<file path="src/rtl/imm_extend_pipe.sv">
// Decode-to-execute immediate generator: extension is registered one cycle after acceptance,
// and a second (skid) entry absorbs one extra input when execute stalls, so nothing is dropped.
module imm_extend_pipe #(
   parameter int DATA_WIDTH = 32,
   parameter int IMM_WIDTH  = 3,
   parameter int TAG_WIDTH  = 8
) (
   input  logic                  clk,
   input  logic                  rst,
   input  logic                  flush,
   input  logic                  in_valid,
   output logic                  in_ready,
   input  logic [31:0]           instr,
   input  logic [IMM_WIDTH-1:0]  ImmSrc,
   input  logic [TAG_WIDTH-1:0]  in_tag,
   output logic                  out_valid,
   input  logic                  out_ready,
   output logic [DATA_WIDTH-1:0] ExtImm,
   output logic                  illegal,
   output logic [TAG_WIDTH-1:0]  out_tag
);

   typedef struct packed {
      logic [DATA_WIDTH-1:0] imm;
      logic                  illegal;
      logic [TAG_WIDTH-1:0]  tag;
   } entry_t;

   localparam logic [IMM_WIDTH-1:0] SRC_I     = IMM_WIDTH'(0);
   localparam logic [IMM_WIDTH-1:0] SRC_S     = IMM_WIDTH'(1);
   localparam logic [IMM_WIDTH-1:0] SRC_B     = IMM_WIDTH'(2);
   localparam logic [IMM_WIDTH-1:0] SRC_J     = IMM_WIDTH'(3);
   localparam logic [IMM_WIDTH-1:0] SRC_U     = IMM_WIDTH'(4);
   localparam logic [IMM_WIDTH-1:0] SRC_SHAMT = IMM_WIDTH'(5);
   localparam logic [IMM_WIDTH-1:0] SRC_ZIMM  = IMM_WIDTH'(6);

   entry_t in_ent;
   entry_t out_reg;
   entry_t skid_reg;
   logic   out_full;
   logic   skid_full;
   logic   accept;
   logic   consume;

   logic [11:0] i_imm;
   logic [11:0] s_imm;
   logic [12:0] b_imm;
   logic [20:0] j_imm;
   logic [31:0] u_imm;
   logic        unused_opcode;

   assign i_imm = instr[31:20];
   assign s_imm = {instr[31:25], instr[11:7]};
   assign b_imm = {instr[31], instr[7], instr[30:25], instr[11:8], 1'b0};
   assign j_imm = {instr[31], instr[19:12], instr[20], instr[30:21], 1'b0};
   assign u_imm = {instr[31:12], 12'b0};
   assign unused_opcode = ^instr[6:0];

   // Signed casts sign-extend from bit 31 of the instruction to the full output width.
   always_comb begin
      in_ent         = '0;
      in_ent.tag     = in_tag;
      case (ImmSrc)
         SRC_I:     in_ent.imm = DATA_WIDTH'($signed(i_imm));
         SRC_S:     in_ent.imm = DATA_WIDTH'($signed(s_imm));
         SRC_B:     in_ent.imm = DATA_WIDTH'($signed(b_imm));
         SRC_J:     in_ent.imm = DATA_WIDTH'($signed(j_imm));
         SRC_U:     in_ent.imm = DATA_WIDTH'($signed(u_imm));
         SRC_SHAMT: in_ent.imm = (DATA_WIDTH == 64) ? DATA_WIDTH'(instr[25:20])
                                                    : DATA_WIDTH'(instr[24:20]);
         SRC_ZIMM:  in_ent.imm = DATA_WIDTH'(instr[19:15]);
         default:   in_ent.illegal = 1'b1;
      endcase
   end

   // Ready depends only on skid occupancy, keeping out_ready off the input timing path.
   assign in_ready = !skid_full && !rst;
   assign accept   = in_valid && in_ready;
   assign consume  = out_full && out_ready;

   always_ff @(posedge clk) begin
      if (rst) begin
         out_full  <= 1'b0;
         skid_full <= 1'b0;
         out_reg   <= '0;
         skid_reg  <= '0;
      end else if (flush) begin
         out_full  <= 1'b0;
         skid_full <= 1'b0;
      end else if (!out_full || consume) begin
         if (skid_full) begin
            out_reg   <= skid_reg;
            out_full  <= 1'b1;
            skid_full <= 1'b0;
         end else begin
            out_full <= accept;
            if (accept) begin
               out_reg <= in_ent;
            end
         end
      end else if (accept) begin
         skid_reg  <= in_ent;
         skid_full <= 1'b1;
      end
   end

   assign out_valid = out_full;
   assign ExtImm    = out_reg.imm;
   assign illegal   = out_reg.illegal;
   assign out_tag   = out_reg.tag;

endmodule

</file>
<file path="config.mk">
export PLATFORM = sky130hd
export DESIGN_NAME = imm_extend_pipe
export DESIGN_NICKNAME = d
export VERILOG_FILES = /design/src/rtl/imm_extend_pipe.sv
export SDC_FILE = /design/constraint.sdc
export NUM_CORES = 1
export LEC_CHECK = 0
export CORE_AREA = 2 2 73 109
export DETAILED_ROUTE_END_ITERATION = 10
export DIE_AREA = 0 0 75 111
export PLACE_DENSITY = 0.83
export SLEW_MARGIN = 20
export SYNTH_ARGS = -nofsm -noshare
export SYNTH_HDL_FRONTEND = slang
export SYNTH_SLANG_ARGS = --single-unit
</file>
<file path="constraint.sdc">
create_clock -name clk -period 3.3 [get_ports clk]
set_input_delay 0.66 -clock clk [delete_from_list [all_inputs] [get_ports clk]]
set_output_delay 0.66 -clock clk [all_outputs]
set_load 0.1 [all_outputs]
</file>
## Word level (Yosys, flattened, before mapping)

Index checks and enable logic that the tools add are counted.

- Bits in registers: 84
- Logic and storage cells: 35
- Output and inout port bits: 43

- Eq/ne operators: 6
- Reductions and logical operators: 14
- Bitwise operators: 2
- Multiplexer cells: 5

Operator list:

| kind | count |
|---|---|
| 32-bit case mux with 7 select lines | 1 |
| 41-bit two-way mux | 2 |
| 3-bit == test, second input constant | 3 |
| 7-bit OR reduction | 1 |
| 3-bit by 2-bit == test with 1-bit output, second input constant | 2 |
| 3-bit AND reduction | 2 |
| 3-bit by 1-bit == test with 1-bit output, second input constant | 1 |
| 1-bit logical AND | 3 |
| 1-bit zero test | 3 |
| 3-bit zero test | 1 |
| 3-bit OR reduction | 1 |
| 1-bit two-way mux | 2 |
| 1-bit NOT | 2 |
| 2-bit nonzero test | 1 |
| 2-bit OR reduction | 1 |
| 1-bit logical OR | 1 |

## Depth between registers and ports, before layout

- Depth after elaboration: 5
- Depth in mapped cells: 7
- Gate-level depth less buffers: 4

## Worst setup path after synthesis

OpenSTA, ideal clock, no wires.

- Path kind: input -> register
- From: in rst
- To: reg out_reg (netlist bit ExtImm[0])
- Data required time: 3,221 ps
- Cell stages on the path: 5
- Setup slack: 406 ps
- Arrival time: 2,815 ps
- Cells stage by stage: buf_2 nor2_1 nand2_1 clkbuf_1 o211ai_1

- Word-level cells in the longest chain between the ends: 5

RTL lines:

| item | line | source |
|---|---|---|
| from (decl) | 9 | `input logic rst,` |
| 1-bit zero test | 77 | `assign in_ready = !skid_full && !rst;` |
| 1-bit logical AND | 77 |  |
| net in_ready | 12 | `output logic in_ready,` |
| 1-bit logical AND | 78 | `assign accept = in_valid && in_ready;` |
| 2-bit nonzero test (no source line) | n/a |  |
| 3-bit AND reduction (no source line) | n/a |  |
| to (signal assigned) | 92 | `out_reg <= skid_reg;` |
| to (signal assigned) | 98 | `out_reg <= in_ent;` |
| to (decl) | 38 | `entry_t out_reg;` |

The timed path passes the listed nets, and every way through them passes these cells.
A chain may end at the register's enable or synchronous reset.

## Worst setup path in the final report

- From: in ImmSrc[0]
- To: reg skid_reg[13] (netlist bit)

- Word-level cells in the longest chain between the ends: 2
- Elaborated cells between the ends (all ways): 8

RTL lines:

| item | line | source |
|---|---|---|
| from (decl) | 14 | `input logic [IMM_WIDTH-1:0] ImmSrc,` |
| 3-bit == test, or another cell as far along | 63 | `case (ImmSrc)` |
| 32-bit case mux with 7 select lines (*) | 63 |  |
| to (signal assigned) | 102 | `skid_reg <= in_ent;` |
| to (decl) | 39 | `entry_t skid_reg;` |

Mark *: on every way between the ends. The rest lies on a longest branch, timed or not.

==> impl_metrics.tcl <==
set metrics [dict create \
    run_status "finished clean" \
    ys_ff_latch 84 \
    setup-tns-final_ns 0 \
    syn2layout_area_growth_pct 26.1 \
    crit_path_end_kind "flip-flop" \
    io_pins 91 \
    hpwl_mm 6.28 \
    syn_inst 451 \
    drive_gt1_share_pct 15.6 \
    cts-hold-fix-buffers 0 \
    num_antenna_cells 0 \
    arrival_ns 2.66 \
    dr.pass1.iters 5 \
    cp_top_family "buffers and inverters" \
    synth_top_flop_cell "dfxtp_1" \
    grt_use_met1_pct 28.1 \
    ff2ff_path_depth 3 \
    min_path_type "reg2reg" \
    critPathLaunchType "input port" \
    max_slew_margin_pct 36.8 \
    gp_congestion 0.873 \
    cts_resized 0 \
    crit_required_ns 3.56 \
    nNetsFinal 557 \
    rows 39 \
    antenna_found_initial 0 \
    rsz0062_at_grt "no" \
    worst_slew_pin_slew_ns 0.946 \
    finalSetupViolations 0 \
    start_util_pct 51.9 \
    power_density_mw_per_mm2 489 \
    cp_max_fo 16 \
    die_x_um 75 \
    max-cap-violations 0 \
    finalCriticalPeriod_ns 2.40 \
    layout_common_cells "dfxtp_1, a21oi_1, nor2_1, buf_4, nand2_1" \
    die-area_mm2 0.00833 \
    final_common_cell "dfxtp_1" \
    drv_slew 0 \
    max_freq_mhz 416 \
    remaining_drc_errors 0 \
    port_buffers 83 \
    crit_path_cell_trace "clkdlybuf4s50_1 -> xor2_1 -> mux2i_1 -> mux2_2 -> a211oi_1" \
    cpPeakStageDelay_ns 0.84 \
    hold_violations 0 \
    grt_start_max_net_pins 59 \
    syn_nets 499 \
    avgRoutedWirePerCell_um 15.5 \
    seq_area_mm2 0.00168 \
    crit_cells 5 \
    fin_cells 615 \
    vias 3539 \
    busiest_layer "met2" \
    clock_skew_ns 0.00294 \
    grt_pass1_vias 3301 \
    ant_nets 0 \
    min_path_cells 2 \
    ys_warn_count 0 \
    h-tree-depth 3 \
    syn_avg_cell_area_um2 8.58 \
    post_cts_buffers 0 \
    grt_remaining_overflow 0 \
    drt-vias-per-instance 5.75 \
    ys_seq_area_share_pct 43.4 \
    insertion_delay_ns 0.34 \
    grt_pass1_wl_mm 15.3 \
    drtIter0Drc 181 \
    coreArea_mm2 0.00747 \
    fin_area_mm2 0.00488 \
    use_met3_pct 3.00 \
    critical_path_buf_inv_count 1 \
    largest_register_ff_count 41 \
    crit_type "in2reg" \
    num-fill-cells 637 \
    fp.dieH_um 111 \
    synth_edf_count 0 \
    synthDistinctLibCells 37 \
    placed_cell_area_mm2 0.00461 \
    clockRootBuffer "clkbuf_16" \
    cp_slowest_cell "clkdlybuf4s50_1" \
    clock_sinks 84 \
    period_share_pct 72.8 \
    dpl.cell_count 600 \
    track_usage_pct 23.7 \
    clkTransAtPathRegs_ns 0.06 \
    use_met2_pct 38.9 \
    routed_wirelength_mm 9.53 \
    syn-cell-area_mm2 0.00387 \
    cts_tree "built" \
    numCtsBuffers 9 \
    multi_input_area_mm2 0.00197 \
    cts_buffer_depth 2 \
    async_flop_share_pct 0 \
    p_leak_nw 1.70 \
    peakVddDrop_v 0.000415 \
]
[path summary, 6_finish.rpt]
| kind | endpoint | slack (ns) | startpoint |
|---|---|---|---|
| hold reg to reg | ExtImm[20] | 0.45 | ExtImm[20] |
| setup / recovery | skid_reg[13] | 0.90 | ImmSrc[0] |
| hold / removal | ExtImm[20] | 0.45 | ExtImm[20] |
| setup reg to reg | ExtImm[30] | 1.11 | skid_full |
[per-stage QoR]
| stage | power [mW] | worst slack, ns | util, % | hold WS (ns) |
|---|---|---|---|---|
| after floorplan | 1.36 | 0.406 | - | 0.432 |
| after global placement | 1.48 | 0.661 | 61.8 | 0.438 |
| after detailed placement | 1.48 | 0.571 | 61.8 | 0.446 |
| after CTS | 2.40 | 0.899 | 65.4 | 0.456 |
| after global routing | 2.46 | 0.780 | 65.4 | 0.475 |
| final | 2.39 | 0.898 | 65.4 | 0.450 |
[final cells by class]
cell class	instances	area share, %
Timing Repair Buffer	95	16.8
Clock inverter	4	0.538
Sequential cell	84	34.5
Multi-Input combinational cell	317	40.5
Tap cell	102	2.61
Clock buffer	11	4.97
Inverter	2	0.154
[logic make-up (layout without fill, tap and decap cells)]
kind of cell,count (synthesis),count (layout),share of synthesized area [%]
AND/OR/NAND/NOR,159,159,21.8
AO/OA/AOI/OAI,139,139,24.1
flip-flops,84,84,43.4
buffers and inverters,50,112,5.56
multiplexers,18,18,4.82
XOR/XNOR,1,1,0.226
[cells in the mapped netlist (6+ instances only)]
| cell type | n | share of area [%] |
|---|---|---|
| clkbuf_1 | 33 | 3.2 |
| nand4b_1 | 13 | 2.9 |
| a211o_1 | 11 | 2.5 |
| o211ai_1 | 14 | 2.7 |
| nor2_1 | 54 | 5.2 |
| nand3b_1 | 19 | 3.7 |
| nor2b_1 | 6 | 0.97 |
| nand2_1 | 41 | 4.0 |
| nor3b_1 | 7 | 1.4 |
| dfxtp_1 | 84 | 43 |
| buf_2 | 7 | 0.90 |
| nor3_1 | 9 | 1.2 |
| a211oi_1 | 40 | 7.8 |
| o22a_1 | 7 | 1.6 |
| a21oi_1 | 55 | 7.1 |
| mux2i_1 | 13 | 3.4 |
[report_power, final]
part           leakage (nW)  switching (mW)  internal, mW
Clock                 0.131           0.399         0.524
Sequential            0.680          0.0134          1.04
Combinational         0.885           0.277         0.135
Total                  1.70           0.689          1.70
[worst register-to-register path, stage by stage (launching register included)]
cell and delay [ns]:
dfxtp_1 0.94, inv_1 0.62, a211o_1 0.41, a21oi_1 0.16
[routing by layer]
metal,share of wire (%),vias to the layer above,routed length (um)
met4,3.4,0,320
li1,-,1748,-
met3,4.4,20,417
met1,41,1670,3920
met5,0,-,0
met2,51,101,4870
(Power assumes the default switching activity.)
